`src/rtl/level_hv_gen_if.sv`:
```
// Request/stream bundle for the thermometer-code generator.
// The master side issues counts and accepts mask words. The slave side is the generator.
interface level_hv_gen_if #(
    parameter int D  = 1024,
    parameter int W  = 64,
    parameter int CW = $clog2(D + 1)
);
    logic          req_valid;
    logic          req_ready;
    logic [CW-1:0] req_count;
    logic          out_valid;
    logic          out_ready;
    logic [W-1:0]  out_word;
    logic          out_last;
    logic          busy;

    modport master (
        output req_valid, req_count, out_ready,
        input  req_ready, out_valid, out_word, out_last, busy
    );

    modport slave (
        input  req_valid, req_count, out_ready,
        output req_ready, out_valid, out_word, out_last, busy
    );
endinterface

```
`src/rtl/level_hv_gen.sv`:
```
// Streaming thermometer-code generator. It takes a count k and emits a D-bit
// vector, lowest word first. The lowest k bits of that vector are ones and all
// other bits are zeros.
// Every output is a register, so req_* has no combinational path to out_*.
module level_hv_gen #(
    parameter int D = 1024,
    parameter int W = 64
) (
    input  logic           clk,
    input  logic           rst,
    level_hv_gen_if.slave  bus
);
    localparam int CW = $clog2(D + 1);
    localparam int NW = D / W;
    localparam int JW = (NW > 1) ? $clog2(NW) : 1;

    typedef enum logic [0:0] {
        S_IDLE   = 1'b0,
        S_STREAM = 1'b1
    } state_t;

    // Mask word j for count k.
    // Comparing k against j*W before subtracting avoids any underflow.
    // Building the mask bit by bit also avoids a shift by W when the word is full.
    function automatic logic [W-1:0] word_of(input logic [CW-1:0] k, input logic [JW-1:0] j);
        logic [CW:0]  base;
        logic [CW:0]  rem;
        logic [W-1:0] m;
        m    = {W{1'b0}};
        rem  = {(CW+1){1'b0}};
        base = (CW+1)'(j) * (CW+1)'(W);
        if ({1'b0, k} <= base) begin
            m = {W{1'b0}};
        end else begin
            rem = {1'b0, k} - base;
            if (rem >= (CW+1)'(W)) begin
                m = {W{1'b1}};
            end else begin
                for (int b = 0; b < W; b++) begin
                    m[b] = ((CW+1)'(b) < rem);
                end
            end
        end
        return m;
    endfunction

    state_t        state_q,     state_d;
    logic [CW-1:0] k_q,         k_d;
    logic [JW-1:0] j_q,         j_d;
    logic          req_ready_q, req_ready_d;
    logic          out_valid_q, out_valid_d;
    logic [W-1:0]  out_word_q,  out_word_d;
    logic          out_last_q,  out_last_d;
    logic          busy_q,      busy_d;

    logic [CW-1:0] k_sat_s;
    logic          accept_s;
    logic          xfer_s;
    logic [JW-1:0] j_next_s;

    assign k_sat_s  = (bus.req_count > CW'(D)) ? CW'(D) : bus.req_count;
    assign accept_s = bus.req_valid & req_ready_q;
    assign xfer_s   = out_valid_q & bus.out_ready;
    assign j_next_s = j_q + {{(JW-1){1'b0}}, 1'b1};

    // State register and registered outputs, with synchronous reset.
    always_ff @(posedge clk) begin
        if (rst) begin
            state_q     <= S_IDLE;
            k_q         <= {CW{1'b0}};
            j_q         <= {JW{1'b0}};
            req_ready_q <= 1'b1;
            out_valid_q <= 1'b0;
            out_word_q  <= {W{1'b0}};
            out_last_q  <= 1'b0;
            busy_q      <= 1'b0;
        end else begin
            state_q     <= state_d;
            k_q         <= k_d;
            j_q         <= j_d;
            req_ready_q <= req_ready_d;
            out_valid_q <= out_valid_d;
            out_word_q  <= out_word_d;
            out_last_q  <= out_last_d;
            busy_q      <= busy_d;
        end
    end

    // Next-state logic: an accepted request starts a stream, and the last transfer ends it.
    always_comb begin
        state_d = state_q;
        case (state_q)
            S_IDLE: begin
                if (accept_s) begin
                    state_d = S_STREAM;
                end else begin
                    state_d = S_IDLE;
                end
            end
            S_STREAM: begin
                if (xfer_s && out_last_q) begin
                    state_d = S_IDLE;
                end else begin
                    state_d = S_STREAM;
                end
            end
            default: state_d = S_IDLE;
        endcase
    end

    // Output/datapath next values. Everything holds unless a request is
    // accepted or a word is transferred, so a stall keeps the outputs stable.
    always_comb begin
        k_d         = k_q;
        j_d         = j_q;
        out_valid_d = out_valid_q;
        out_word_d  = out_word_q;
        out_last_d  = out_last_q;
        busy_d      = busy_q;
        case (state_q)
            S_IDLE: begin
                if (accept_s) begin
                    k_d         = k_sat_s;
                    j_d         = {JW{1'b0}};
                    out_valid_d = 1'b1;
                    out_word_d  = word_of(k_sat_s, {JW{1'b0}});
                    out_last_d  = (NW == 1);
                    busy_d      = 1'b1;
                end else begin
                    out_valid_d = 1'b0;
                end
            end
            S_STREAM: begin
                if (xfer_s && out_last_q) begin
                    out_valid_d = 1'b0;
                    out_word_d  = {W{1'b0}};
                    out_last_d  = 1'b0;
                    busy_d      = 1'b0;
                end else if (xfer_s) begin
                    j_d        = j_next_s;
                    out_word_d = word_of(k_q, j_next_s);
                    out_last_d = (j_next_s == JW'(NW - 1));
                end else begin
                    out_word_d = out_word_q;
                end
            end
            default: begin
                out_valid_d = 1'b0;
                busy_d      = 1'b0;
            end
        endcase
        req_ready_d = (state_d == S_IDLE);
    end

    assign bus.req_ready = req_ready_q;
    assign bus.out_valid = out_valid_q;
    assign bus.out_word  = out_word_q;
    assign bus.out_last  = out_last_q;
    assign bus.busy      = busy_q;

endmodule

```
`src/flat_wrapper.sv`:
```
// flat-port wrapper written by rule: the top's interface ports become plain ports
module level_hv_gen_flat 
#(
    parameter int D = 1024,
    parameter int W = 64
)
  (clk, rst, bus_req_valid, bus_req_count, bus_out_ready, bus_req_ready, bus_out_valid, bus_out_word, bus_out_last, bus_busy);
  level_hv_gen_if #(.D(D), .W(W)) bus_i ();
  input  logic clk;
  input  logic rst;
  input wire logic [$bits(bus_i.req_valid)-1:0] bus_req_valid;
  input wire logic [$bits(bus_i.req_count)-1:0] bus_req_count;
  input wire logic [$bits(bus_i.out_ready)-1:0] bus_out_ready;
  output wire logic [$bits(bus_i.req_ready)-1:0] bus_req_ready;
  output wire logic [$bits(bus_i.out_valid)-1:0] bus_out_valid;
  output wire logic [$bits(bus_i.out_word)-1:0] bus_out_word;
  output wire logic [$bits(bus_i.out_last)-1:0] bus_out_last;
  output wire logic [$bits(bus_i.busy)-1:0] bus_busy;
  assign bus_i.req_valid = bus_req_valid;
  assign bus_i.req_count = bus_req_count;
  assign bus_i.out_ready = bus_out_ready;
  assign bus_req_ready = bus_i.req_ready;
  assign bus_out_valid = bus_i.out_valid;
  assign bus_out_word = bus_i.out_word;
  assign bus_out_last = bus_i.out_last;
  assign bus_busy = bus_i.busy;
  level_hv_gen #(.D(D), .W(W)) u_core (.clk(clk), .rst(rst), .bus(bus_i));
endmodule
```
`config.mk`:
```
export PLATFORM = sky130hd
export DESIGN_NAME = level_hv_gen_flat
export DESIGN_NICKNAME = d
export VERILOG_FILES = /design/src/rtl/level_hv_gen_if.sv /design/src/rtl/level_hv_gen.sv /design/src/flat_wrapper.sv
export SDC_FILE = /design/constraint.sdc
export NUM_CORES = 1
export LEC_CHECK = 0
export ABC_AREA = 1
export ABC_CLOCK_PERIOD_IN_PS = 2500
export CAP_MARGIN = 20
export CORE_MARGIN = 2
export CORE_UTILIZATION = 40
export DETAILED_ROUTE_END_ITERATION = 10
export MAX_ROUTING_LAYER = met4
export PLACE_DENSITY = 0.68
export SLEW_MARGIN = 20
export SYNTH_ARGS = -nofsm -noshare
export SYNTH_HDL_FRONTEND = slang
export SYNTH_SLANG_ARGS = --single-unit
export TNS_END_PERCENT = 20
```
`constraint.sdc`:
```
create_clock -name clk -period 2.5 [get_ports clk]
set_clock_uncertainty 0.1 [all_clocks]
set_input_delay 0.5 -clock clk [delete_from_list [all_inputs] [get_ports clk]]
set_output_delay 0.5 -clock clk [all_outputs]
set_load 0.01 [all_outputs]
```
==> Word level (Yosys, flattened, before mapping) <==
Cells that the tools add are included.
{ "totals": {"reg_bits": 84, "in_bits": 15, "output_inout_bits": 68} }
{ "op_classes": {"add_sub_neg": 2, "order_cmp": 133, "n_eq_ne": 6, "n_mux": 24, "bitwise": 4, "reduce_logical": 5} }
{ "op_table": {"columns": ["cell", "n"], "rows": [
  ["2-to-1 mux 64 bit", 7],
  ["less-than comparator 6 x 12 -> 1 bit, first input constant", 32],
  ["less-than comparator 6 x 11 -> 1 bit, first input constant", 32],
  ["less-than comparator 5 x 12 -> 1 bit, first input constant", 16],
  ["less-than comparator 5 x 11 -> 1 bit, first input constant", 16],
  ["case mux 64 bit (2 select lines)", 1],
  ["less-than comparator 4 x 12 -> 1 bit, first input constant", 8],
  ["less-than comparator 4 x 11 -> 1 bit, first input constant", 8],
  ["less-than comparator 3 x 12 -> 1 bit, first input constant", 4],
  ["less-than comparator 3 x 11 -> 1 bit, first input constant", 4],
  ["less-than comparator 1 x 12 -> 1 bit, first input constant", 2],
  ["less-than comparator 2 x 12 -> 1 bit, first input constant", 2],
  ["less-than comparator 1 x 11 -> 1 bit, first input constant", 2],
  ["less-than comparator 2 x 11 -> 1 bit, first input constant", 2],
  [">= comparator 12 x 7 -> 1 bit, second input constant", 1],
  ["2-to-1 mux 4 bit", 3],
  ["subtractor 11 x 10 -> 12 bit", 1],
  [">= comparator 11 x 7 -> 1 bit, second input constant", 1],
  ["> comparator 11 bit, second input constant", 1],
  ["less-or-equal comparator 11 x 1 -> 1 bit, second input constant", 1],
  ["less-or-equal comparator 11 x 10 -> 1 bit", 1],
  ["2-to-1 mux 11 bit", 1],
  ["case mux 1 bit (2 select lines)", 4],
  ["case mux 4 bit (2 select lines)", 1],
  ["11 further kinds", 23]
]} }

==> Depth between registers and ports, before layout <==
Gate-level depths: netlist of run 1.
{ "logic_depth": {"word_depth": 8, "mapped_depth": 18} }

==> Worst setup path after synthesis of run 1 <==
OpenSTA, ideal clock, no wires.
{ "synth_timing": {"path_type": "register to register", "start": "reg u_core.j_q[0]", "end": "reg u_core.out_word_q[8] (netlist: u_core.bus.out_word[8])", "t_arrival_ps": 2430, "slack_ps": -147, "path_stages_with_launch": 17, "path_buffers": 1, "synth_period_minus_slack_ps": 2647, "path_cell_list": "dfxtp_1 > inv_1 > ha_1 > inv_1 > fa_1 > nand2_1 > a21oi_1 > o21ai_0 > nor2_2 > nand2_2 > nor2_8 > nand3_4 > nand2_4 > nand2_2 > buf_6 > nor3_2 > nor2_1"} }
{ "synth_via": {"elab_chain_len": 8} }
{ "synth_lines": {"columns": ["element", "line", "rtl"], "rows": [
  ["start, declared", "level_hv_gen.sv:49", "logic [JW-1:0] j_q, j_d;"],
  ["start signal, assigned", "level_hv_gen.sv:71", "j_q <= {JW{1'b0}};"],
  ["start signal, assigned", "level_hv_gen.sv:80", "j_q <= j_d;"],
  ["adder 4 x 1 -> 4 bit (*)", "level_hv_gen.sv:64", "assign j_next_s = j_q + {{(JW-1){1'b0}}, 1'b1};"],
  ["subtractor 11 x 10 -> 12 bit", "level_hv_gen.sv:35", "rem = {1'b0, k} - base;"],
  ["less-than comparator 4 x 12 -> 1 bit / >= comparator 12 x 7 -> 1 bit (equally long branches)", "level_hv_gen.sv:40, level_hv_gen.sv:36", null],
  ["2-to-1 mux 64 bit", "level_hv_gen.sv:36", "if (rem >= (CW+1)'(W)) begin"],
  ["2-to-1 mux 64 bit (*)", "level_hv_gen.sv:32", "if ({1'b0, k} <= base) begin"],
  ["2-to-1 mux 64 bit (*)", "level_hv_gen.sv:139", "end else if (xfer_s) begin"],
  ["2-to-1 mux 64 bit (*)", "level_hv_gen.sv:134", "if (xfer_s && out_last_q) begin"],
  ["case mux 64 bit (2 select lines) (*)", "level_hv_gen.sv:120", "case (state_q)"],
  ["end signal, assigned", "level_hv_gen.sv:74", "out_word_q <= {W{1'b0}};"],
  ["end signal, assigned", "level_hv_gen.sv:83", "out_word_q <= out_word_d;"],
  ["end, declared", "level_hv_gen.sv:52", "logic [W-1:0] out_word_q, out_word_d;"]
]} }
Every way passes the cells marked *; elsewhere a longest branch is shown, timed or not. The select of a mux whose other input is x is not followed.
A chain may end at the register's enable or synchronous reset.

==> Worst setup path in the final report of run 1 <==
{ "layout_timing": {"start": "reg u_core.j_q[0]", "end": "reg u_core.out_word_q[16] (netlist: u_core.bus.out_word[16])"} }
{ "layout_via": {"elab_chain_len": 8} }
{ "layout_lines": {"columns": ["element", "line"], "rows": [
  ["adder 4 x 1 -> 4 bit (*)", "level_hv_gen.sv:64"],
  ["subtractor 11 x 10 -> 12 bit", "level_hv_gen.sv:35"],
  ["less-than comparator 5 x 12 -> 1 bit / >= comparator 12 x 7 -> 1 bit (equally long branches)", "level_hv_gen.sv:40, level_hv_gen.sv:36"],
  ["2-to-1 mux 64 bit", "level_hv_gen.sv:36"],
  ["2-to-1 mux 64 bit (*)", "level_hv_gen.sv:32"],
  ["2-to-1 mux 64 bit (*)", "level_hv_gen.sv:139"],
  ["2-to-1 mux 64 bit (*)", "level_hv_gen.sv:134"],
  ["case mux 64 bit (2 select lines) (*)", "level_hv_gen.sv:120"]
]} }
Marks and branches as above.

==> Implementation_results.wiki, run 1 <==
{| class="wikitable"
! Metric !! Value
|-
| Worst-case setup margin in the final layout || -0.369 ns
|-
| Number of top-level pins || 83
|-
| Rows || 40
|-
| Type of element launching the critical path || flop
|-
| Crit path to || u_core.bus.out_word[16]
|-
| Pwr dens || around 580 nW/um^2
|-
| Hold Crit Class || flop to flop
|-
| Total grt overflow || 0
|-
| Startpoint of the most critical register-to-register path || u_core.j_q[0]
|-
| Main combinational cell family by area after synthesis || simple AND/OR/NAND/NOR gates
|-
| Cell types occupying the most area after synthesis || dfxtp_1, nor2_1, o21ai_0
|-
| Mapped Nets || about 770
|-
| Final critical-path required period || 2.87 ns
|-
| Vias/cell || 5.36
|-
| Wire length on met2 || 9310 um
|-
| First element of the critical path || u_core.j_q[0]
|-
| Synth Area in Simple Gates || between 30% and 40%
|-
| Clock latency on the worst-skew pair || roughly 0.35 ns
|-
| Residual DRC count || 0
|-
| Failing checks || setup timing
|-
| Share of synthesized area occupied by flip-flops and latches || 33.9%
|-
| Overall routed net length || between 15,000 and 20,000 um
|-
| Status || finished, violations left
|-
| Signal arrival time at the worst endpoint || about 3 ns
|-
| Reg-to-Reg End || u_core.bus.out_word[16]
|-
| Routed wirelength normalized by instance count || about 18 um
|-
| Clock tree sinks || between 80 and 90
|-
| Mux share of post-synthesis cell area || 0%
|-
| CTS HTree Levels || 3
|-
| Most Frequent Cell on Critical Path || nand2_2
|-
| LEAKAGE || 3.08 nW
|-
| Layout cells sized above 1 || 25.9%
|-
| Global-route wire length before repair || between 30,000 and 40,000 um
|-
| DPL Wire Length || 15,200 um
|-
| Number of max-capacitance violations reported || 0
|-
| Detailed Routing Iterations Pass 1 || 5
|-
| Measured slew at the worst slew-check pin || roughly 0.7 ns
|-
| Setup slack at placement || -0.366 ns
|-
| Worst relative slew slack || a little over half
|-
| Most common cell after layout, fill and taps aside || nor2_1
|-
| Post-synthesis compound-gate area fraction || 22.5%
|-
| Share of the synthesized netlist area taken by xor and xnor gates || less than 1%
|-
| Num CTS Buffers || 9
|-
| Pins over their slew limit || 0
|-
| Largest net degree at the start of global routing || 74
|-
| Distinct cells, synth || 39
|-
| Hold depth || 2
|-
| Peak clock frequency supported by timing || about 0.35 GHz
|-
| Top library cells by usage in the layout, fill and taps aside || nor2_1, buf_4, nand2_1
|-
| Number of antenna violations at the first check in global routing || 0
|-
| Maximum number of buffers from clock root to sink || 2
|-
| Crit path max-delay family || simple AND/OR/NAND/NOR gates
|-
| Cells after Synth || around 740
|-
| Highest-delay cell along the critical path || dfxtp_4
|-
| Die footprint || approximately 13,000 sq um
|-
| Worst min-delay path startpoint || u_core.bus.out_last
|-
| Die Wd || around 120 um
|-
| Slack of the worst reg-to-reg path || -0.37 ns
|-
| Final-report hold violation count || 0
|-
| TritonCTS clock tree || built
|-
| Count of fill cells added during filler insertion || ~1,200
|-
| Length of routed met3 wiring || approximately 1100 um
|-
| IO Port Bufs || between 80 and 90
|-
| Critical path depth || 16
|-
| Sum of buffers and inverters on the critical path || 2
|-
| Synthesis-to-finish area growth || 46.3%
|-
| Total routing usage reported by global routing || 31.3%
|-
| Critical Path RT || 2.64 ns
|-
| Max rail drop VDD || 0.307 mV
|-
| Die span in y || between 100 and 150 um
|-
| CP Class || flop to flop
|-
| R2r worst-path depth || 16
|-
| Top Metal Used || met4
|-
| Core box area || around 12,000 sq um
|-
| Area fraction of the dominant cell type after synthesis || 33.9%
|-
| Global placer's final weighted congestion || approximately 1.0
|-
| RSZ-0062 raised after global routing || true
|-
| Highest net fanout along the worst path || 7
|-
| Critical path, cell by cell || buf_4, nand3_1, nand2_1, nand2_2, ha_4, nand2_2, nor3_2, nor2_1, nor2_2, nand2_2, nor2_8, nand3_4, nand2_8, clkinvlp_4, o21ai_2, a21oi_2
|-
| CTS clk-pin slew, worst paths || around 0.06 ns
|-
| Post-layout nets || 941
|-
| Final worst path period share || 115%
|-
| # setup viols final || between 60 and 70
|-
| Initial core utilization || about two fifths
|-
| Iteration-0 DRC Markers || about 410
|-
| Max incr delay on CP || ~0.37 ns
|-
| Adder and majority gate portion of the synthesized area || about 1.9%
|-
| Met1 Routed Length || 8750 um
|-
| Yosys warns || 0
|-
| Post-synthesis sequential element count || 84
|-
| Dominant cell type by area after synthesis || dfxtp_1
|-
| CTS Hold Bufs || 0
|-
| Post-synthesis cell area || ~5000 sq um
|-
| Kind of end point of the critical path || flop
|-
| Clk root buf || clkbuf_16
|-
| Count of nets left with antenna violations after detail routing || 0
|-
| Via count of the first global-routing pass || around 5,600
|-
| Number of diodes || 0
|-
| Total power || ~4.2 mW
|-
| Post-Synthesis Mean Instance Area || about 6.7 sq um
|-
| Detailed-route via count || 5,847
|}
-- synthesized netlist by cell type --
| cell type | n |
|---|---|
| o211ai_1 | 3 |
| o21bai_2 | 1 |
| nand3_2 | 8 |
| inv_6 | 1 |
| and2_1 | 1 |
| a31oi_1 | 11 |
| fa_1 | 1 |
| nor2_8 | 3 |
| nor3_4 | 1 |
| a211oi_1 | 2 |
| inv_1 | 61 |
| nand2_4 | 7 |
| buf_6 | 4 |
| o21ai_1 | 25 |
| o21bai_1 | 3 |
| clkbuf_1 | 18 |
| dfxtp_1 | 84 |
| nor3_2 | 4 |
| or2_1 | 2 |
| nor2_2 | 6 |
| buf_4 | 1 |
| ha_1 | 6 |
| nor3_1 | 1 |
| nand3_1 | 32 |
| inv_2 | 10 |
| nor2_1 | 137 |
| clkinv_1 | 2 |
| nand2_2 | 18 |
| buf_1 | 1 |
| a21oi_1 | 66 |
| o21ai_0 | 99 |
| o221a_2 | 1 |
| xnor2_1 | 1 |
| nand4_1 | 10 |
| nand2_1 | 102 |
| nor2_4 | 3 |
| o21ai_4 | 1 |
| nand3_4 | 1 |
| buf_2 | 6 |
-- area by class of cell --
class	instances	area (sq um)	area share, %
Tap cell	168	210	2.90
Inverter	74	289	3.98
Multi-Input combinational cell	557	3070	42.3
Clock buffer	11	253	3.48
Timing Repair Buffer	193	1720	23.7
Clock inverter	4	25.0	0.345
Sequential cell	84	1690	23.3
-- worst register-to-register path, stage by stage, from the launching register on --
cell and delay, ns:
dfxtp_4 0.37, buf_4 0.13, nand3_1 0.13, nand2_1 0.16, nand2_2 0.10, ha_4 0.28
nand2_2 0.06, nor3_2 0.16, nor2_1 0.10, nor2_2 0.16, nand2_2 0.11, nor2_8 0.19
nand3_4 0.12, nand2_8 0.11, clkinvlp_4 0.24, o21ai_2 0.16, a21oi_2 0.07
-- power breakdown --
group          switching, mW  leakage [nW]  internal (mW)  total, mW
clock                  0.536         0.133          0.717       1.25
combinational          0.801          2.24          0.599       1.40
sequential            0.0850         0.697           1.48       1.57
-- metal layers --
| metal | track usage [%] | up-vias |
|---|---|---|
| met5 | - | - |
| met4 | 12.9 | 0 |
| met3 | 3.64 | 48 |
| met2 | 49.1 | 250 |
| met1 | 40.8 | 2732 |
| li1 | - | 2817 |
-- worst min-delay path by stage --
| stage | to | slack [ns] |
|---|---|---|
| floorplan | u_core.k_q[7] | 0.36 |
| global placement | u_core.bus.out_last | 0.39 |
| detailed placement | u_core.bus.out_last | 0.39 |
| CTS | u_core.bus.out_last | 0.40 |
| global route | u_core.bus.out_last | 0.43 |
| finish | u_core.bus.out_last | 0.40 |
-- cell families after synthesis --
family,count (synthesis)
XOR/XNOR,1
AO/OA/AOI/OAI,212
buffers and inverters,104
adder cells (fa/ha/maj),7
AND/OR/NAND/NOR,336
flip-flops,84
-- sequential cells by signal, summed over array words and instances, names as in the netlist --
| register | cells |
|---|---|
| u_core.bus.busy | 1 |
| u_core.bus.out_last | 1 |
| u_core.k_q | 11 |
| u_core.state_q | 1 |
| u_core.bus.req_ready | 1 |
| u_core.j_q | 4 |
| u_core.bus.out_word | 64 |
| u_core.bus.out_valid | 1 |
-- timing repair --
| item | CTS | global route |
|---|---|---|
| endpoints found under the setup margin | 64 | 64 |
| buffers inserted | 6 | 6 |
| pin swaps | 11 | 16 |
| cloned | 1 | 0 |
| resized for setup | 33 | 31 |
-- through the flow --
step / TNS (ns) / utilization [%] / hold WS [ns] / area [sq um] / instances
floorplan: -0.281 / - / 0.363 / 4980 / 744
global placement: -8.52 / 55.1 / 0.387 / 6650 / 1063
CTS: -10.32 / 58.7 / 0.399 / 7080 / 1085
finish: -16.08 / 60.2 / 0.397 / 7260 / 1091
global route: -24.90 / 60.2 / 0.434 / 7260 / 1091
detailed placement: -13.71 / 55.1 / 0.389 / 6650 / 1063
Note: power is estimated with default switching activity, not from simulation.
==> inputs of run 2 (changes only) <==
- CORE_UTILIZATION: 40 -> 35
- MAX_ROUTING_LAYER: met4 -> default
- PLACE_DENSITY: 0.68 -> 0.62
==> Implementation_results.wiki, run 2 (synthesized netlist as in run 1, its figures left out) <==
{| class="wikitable"
! Metric !! Value
|-
| Clk root buf || clkbuf_16
|-
| Max rail drop VDD || ~0.36 mV
|-
| Combined area of the multi-input logic cells || ~3100 sq um
|-
| Combined flip-flop and latch cell area || around 1700 sq um
|-
| Top library cells by usage in the layout, fill and taps aside || nor2_1, buf_4, nand2_1
|-
| Status || finished, violations left
|-
| Final critical-path required period || 2.77 ns
|-
| Signal arrival time at the worst endpoint || 2.91 ns
|-
| Global-route wire length before repair || ~28,000 um
|-
| Layout cells sized above 1 || about a quarter
|-
| Count of nets left with antenna violations after detail routing || 0
|-
| Number of max-capacitance violations reported || 0
|-
| Residual DRC count || 0
|-
| Clock tree sinks || 84
|-
| Startpoint of the most critical register-to-register path || u_core.j_q[0]
|-
| Global placer's final weighted congestion || between 1 and 1.5
|-
| CTS Hold Bufs || 0
|-
| Critical Path RT || approximately 2.6 ns
|-
| Most common cell after layout, fill and taps aside || nor2_1
|-
| Die span in y || around 120 um
|-
| Vias/cell || 5.06
|-
| Rows || 43
|-
| Count of fill cells added during filler insertion || about 1,400
|-
| Number of cells after detailed placement || about 1,100
|-
| Pins over their slew limit || 0
|-
| IO Port Bufs || 82
|-
| Placed standard-cell area || ~7000 sq um
|-
| Hold Crit Class || flop to flop
|-
| Failing checks || setup timing
|-
| CTS clk-pin slew, worst paths || 0.06 ns
|-
| Highest net fanout along the worst path || 7
|-
| CP Class || flop to flop
|-
| Iteration-0 DRC Markers || 407
|-
| Peak clock frequency supported by timing || about 0.36 GHz
|-
| TritonCTS clock tree || built
|-
| Utilization of the core after routing || a little over half
|-
| RSZ-0062 raised after global routing || true
|-
| Routed wirelength normalized by instance count || between 15 and 20 um
|-
| Setup slack at placement || -0.300 ns
|-
| Cell Count, Final, Fillers Out || about 1,100
|-
| Initial core utilization || a little over a third
|-
| LEAKAGE || roughly 3.2 nW
|-
| DPL Wire Length || 13,600 um
|-
| Die Wd || 123 um
|-
| # setup viols final || between 60 and 70
|-
| Number of antenna violations at the first check in global routing || 0
|-
| Worst relative slew slack || a little under three fifths
|-
| Pwr dens || between 500 and 600 nW/um^2
|-
| Type of element launching the critical path || flop
|-
| Maximum number of buffers from clock root to sink || 2
|-
| Kind of end point of the critical path || flop
|-
| Largest net degree at the start of global routing || 74
|-
| Num CTS Buffers || 9
|-
| Final-report hold violation count || 0
|-
| CTS HTree Levels || 3
|-
| Detailed Routing Iterations Pass 1 || 5
|-
| Core box area || ~14,000 sq um
|-
| Die footprint || 15,100 sq um
|-
| Overall routed net length || around 18,000 um
|-
| Measured slew at the worst slew-check pin || roughly 0.64 ns
|-
| Worst min-delay path startpoint || u_core.j_q[3]
|-
| Via count of the first global-routing pass || roughly 5,200
|-
| Number of top-level pins || 83
|-
| Number of diodes || 0
|-
| Total grt overflow || 0
|-
| Clock latency on the worst-skew pair || roughly 0.35 ns
|-
| First element of the critical path || u_core.j_q[0]
|-
| Design Area, Final || ~7400 sq um
|-
| Detailed-route via count || approximately 5,700
|-
| Synthesis-to-finish area growth || 48.7%
|-
| Final worst path period share || 111%
|-
| Worst-case setup margin in the final layout || -0.275 ns
|-
| Largest register FFs || 64
|-
| Total routing usage reported by global routing || about a quarter
|-
| Post-layout nets || approximately 960
|}
==> run 2: cell types whose count changed in the layout (fill, tap and decap cells not counted), sizes merged <==
cell	before	now
clkinvlp	3	2
nand3	41	42
buf	111	130
clkbuf	11	10
nand2	128	127
inv	71	72
==> run 2: final cells by class <==
class	count	area share, %
clock buffers	10	3.10
clock inverters	3	0.237
inverters	74	3.93
multi-input cells	557	41.6
flip-flops and latches	84	22.9
well taps	180	3.05
repair buffers	212	25.2
repair inverters	1	0.102
==> run 2: stage by stage <==
step	hold WS, ns	power [mW]	TNS (ns)
2_1_floorplan	0.363	2.23	-0.281
3_3_place_gp	0.391	2.88	-9.84
3_5_place_dp	0.397	2.88	-11.55
4_1_cts	0.411	4.09	-7.77
5_1_grt	0.428	4.33	-18.57
6_report	0.410	4.10	-10.41
==> run 2: worst paths after layout <==
kind,endpoint,slack [ns],cells past startpoint
max,u_core.bus.out_word[38],-0.27,16
min reg2reg,u_core.j_q[3],0.41,2
min,u_core.j_q[3],0.41,2
max reg2reg,u_core.bus.out_word[38],-0.27,16
==> run 2: routing by layer <==
metal / global-route usage, % / share of wire, % / vias to the layer above
li1: - / - / 2851
met4: 10.8 / 3.6 / 0
met1: 34.5 / 47 / 2564
met5: 0 / 0 / -
met3: 5.26 / 6.8 / 51
met2: 35.4 / 43 / 203
==> run 2: critical path, cell delays in order (launching register included) <==
cell        delay [ns]
dfxtp_2           0.35
inv_2             0.06
ha_4              0.26
inv_2             0.04
fa_1              0.47
nand2_1           0.06
a21oi_2           0.09
o21ai_1           0.08
nor2_2            0.14
nand2_2           0.10
nor2_8            0.22
buf_6             0.14
nand3_4           0.09
nand2_8           0.11
clkinvlp_4        0.14
o21ai_1           0.11
a21oi_1           0.08
==> run 2: report_power, final <==
part | internal [mW] | leakage [nW] | switching (mW) | total [mW]
Combinational | 0.606 | 2.34 | 0.756 | 1.36
Clock | 0.651 | 0.120 | 0.515 | 1.17
Sequential | 1.49 | 0.697 | 0.0876 | 1.57
Total | 2.74 | 3.15 | 1.36 | 4.10
==> run 2: repair_timing <==
item / in CTS / in global routing
pin swaps: 4 / 23
buffers inserted: 5 / 3
gates resized for setup: 30 / 38
endpoints found under the hold margin: 0 / 0
cloned: 2 / 1
endpoints found under the setup margin: 64 / 64
==> inputs of run 3 (changes only) <==
- CAP_MARGIN: 20 -> default
- MAX_ROUTING_LAYER: default -> met4
==> Implementation_results.wiki, run 3 (synthesized netlist as in run 1, its figures left out) <==
{| class="wikitable"
! Metric !! Value
|-
| Number of max-capacitance violations reported || 0
|-
| Crit path max-delay family || adder cells
|-
| DPL Wire Length || ~14,000 um
|-
| Failing checks || setup timing
|-
| Clock tree sinks || between 80 and 90
|-
| Number of top-level pins || 83
|-
| Worst hold-check slack || ~0.4 ns
|-
| Max incr delay on CP || about 0.52 ns
|-
| Number of diodes || 0
|-
| Rows || 43
|-
| CTS clk-pin slew, worst paths || 0.07 ns
|-
| Detailed Routing Iterations Pass 1 || 5
|-
| Post-layout nets || between 900 and 1,000
|-
| Type of element launching the critical path || flop
|-
| Clk root buf || clkbuf_16
|-
| Count of nets left with antenna violations after detail routing || 0
|-
| Via count of the first global-routing pass || ~5,400
|-
| Hold Crit Class || flop to flop
|-
| Residual DRC count || 0
|-
| Placed standard-cell area || 6770 sq um
|-
| LEAKAGE || ~3.1 nW
|-
| Signal arrival time at the worst endpoint || roughly 2.9 ns
|-
| Status || finished, violations left
|-
| Utilization of the core after routing || between 50% and 60%
|-
| Routed wirelength normalized by instance count || 16.3 um
|-
| Highest net fanout along the worst path || 6
|-
| Die footprint || about 15,000 sq um
|-
| Final worst path period share || 109%
|-
| Largest net degree at the start of global routing || 74
|-
| Aggregate negative setup slack || -7.54 ns
|-
| Total routing usage reported by global routing || around 26%
|-
| Sum of buffers and inverters on the critical path || 4
|-
| Kind of end point of the critical path || flop
|-
| TritonCTS clock tree || built
|-
| Measured slew at the worst slew-check pin || roughly 0.63 ns
|-
| Core box area || around 14,000 sq um
|-
| Overall routed net length || around 18,000 um
|-
| Num CTS Buffers || 9
|-
| Die Wd || roughly 120 um
|-
| RSZ-0062 raised after global routing || true
|-
| Combinational Power Share || a little under a third
|-
| Top library cells by usage in the layout, fill and taps aside || nor2_1, buf_4, nand2_1
|-
| Net switching power figure || 1.43 mW
|-
| Critical path, cell by cell || inv_2, ha_4, inv_2, fa_2, nand2_2, a21oi_2, o21ai_1, nor2_2, nand2_2, nor2_8, buf_12, nand3_4, buf_4, o21ai_4, a21oi_2
|-
| Final-report hold violation count || 0
|-
| Worst relative slew slack || between 50% and 60%
|-
| Iteration-0 DRC Markers || between 400 and 500
|-
| Max rail drop VDD || around 0.36 mV
|-
| IO Port Bufs || ~80
|-
| Detailed-route via count || 5,596
|-
| Most common cell after layout, fill and taps aside || nor2_1
|-
| Cell internal pwr || 3.03 mW
|-
| Number of antenna violations at the first check in global routing || 0
|-
| Peak clock frequency supported by timing || around 0.37 GHz
|-
| Maximum number of buffers from clock root to sink || 2
|-
| Final critical-path required period || between 2 and 3 ns
|-
| CTS HTree Levels || 3
|-
| Global placer's final weighted congestion || 1.03
|-
| Part of the total power dissipated in the clock network || between 30 and 40%
|-
| Highest-delay cell along the critical path || fa_2
|-
| Global-route wire length before repair || between 20,000 and 30,000 um
|-
| Clock latency on the worst-skew pair || between 0.3 and 0.4 ns
|-
| Total grt overflow || 0
|-
| Pwr dens || about 600 nW/um^2
|-
| Vias/cell || slightly above 5
|-
| Pins over their slew limit || 0
|-
| Cell Count, Final, Fillers Out || about 1,100
|-
| Number of cells after detailed placement || approximately 1,100
|-
| Worst-case setup margin in the final layout || -0.221 ns
|-
| # setup viols final || 59
|-
| Critical Path RT || approximately 2.7 ns
|-
| Largest register FFs || 64
|-
| Sw Share || roughly 32%
|-
| Die span in y || around 120 um
|-
| Part of the power in registers || between 30% and 40%
|-
| Layout cells sized above 1 || 27.0%
|-
| Design Area, Final || ~7400 sq um
|-
| Initial core utilization || 35.7%
|-
| CP Class || flop to flop
|-
| Synthesis-to-finish area growth || 50.1%
|}
run 3: cell count changes in the layout (fill, tap and decap cells not counted), moves of 2 or more:
| cell | change |
|---|---|
| nor2_1 | -2 |
| clkbuf_8 | +2 |
| buf_6 | -3 |
| buf_4 | -11 |
| bufinv_16 | +2 |
| nand3_2 | +4 |
| buf_12 | +2 |
| nand2_1 | -2 |
| nand3_1 | -5 |
| nor2_2 | +2 |
| o21ai_1 | +2 |
run 3: worst reg2reg max path, stage by stage (launching register included):
cell and delay [ns]:
dfxtp_2 0.35, inv_2 0.06, ha_4 0.26, inv_2 0.04
fa_2 0.52, nand2_2 0.05, a21oi_2 0.09, o21ai_1 0.08
nor2_2 0.12, nand2_2 0.11, nor2_8 0.16, buf_12 0.14
nand3_4 0.12, buf_4 0.19, o21ai_4 0.16, a21oi_2 0.07
run 3: area by class of cell:
cell class,count,area (sq um)
Clock inverter,5,82.6
Multi-Input combinational cell,557,3120
Inverter,74,288
Timing Repair Buffer,200,1780
Timing Repair inverter,1,7.51
Fill cell,1387,6430
Sequential cell,84,1690
Clock buffer,11,253
Tap cell,180,225
run 3: final timing paths:
path                                     startpoint                      end  slack [ns]  cells after the start
worst max-delay path                  u_core.j_q[0]  u_core.bus.out_word[21]       -0.22                     15
worst min-delay path            u_core.bus.out_last      u_core.bus.out_last        0.40                      2
worst max register to register        u_core.j_q[0]  u_core.bus.out_word[21]       -0.22                     15
worst min register to register  u_core.bus.out_last      u_core.bus.out_last        0.40                      2
run 3: power by group through the flow:
stage                     combinational [mW]  clock [mW]  sequential [mW]
after floorplan                        0.586           0             1.65
after global placement                  1.27           0             1.60
after detailed placement                1.27           0             1.60
after CTS                               1.33        1.52             1.58
after global routing                    1.50        1.58             1.59
final                                   1.38        1.51             1.58
run 3: timing repair:
item                                   CTS  global route
endpoints found under the hold margin    0             0
setup endpoints to repair               64            64
cloned                                   2             0
gates resized for setup                 48            29
hold buffers                             0             0
pin swaps                               26            13
setup buffers                            1             3
run 3: through the flow:
step                      power (mW)  setup WS, ns
after global placement          2.87        -0.309
after CTS                       4.43        -0.191
final                           4.46        -0.221
after detailed placement        2.87        -0.319
after floorplan                 2.23       -0.0442
after global routing            4.67        -0.297
run 3: routing by layer:
metal | global-route usage [%] | share of wire, %
met5 | - | 0
met4 | 10.2 | 3.3
met3 | 5.17 | 6.7
met2 | 37.5 | 43
met1 | 34.8 | 47
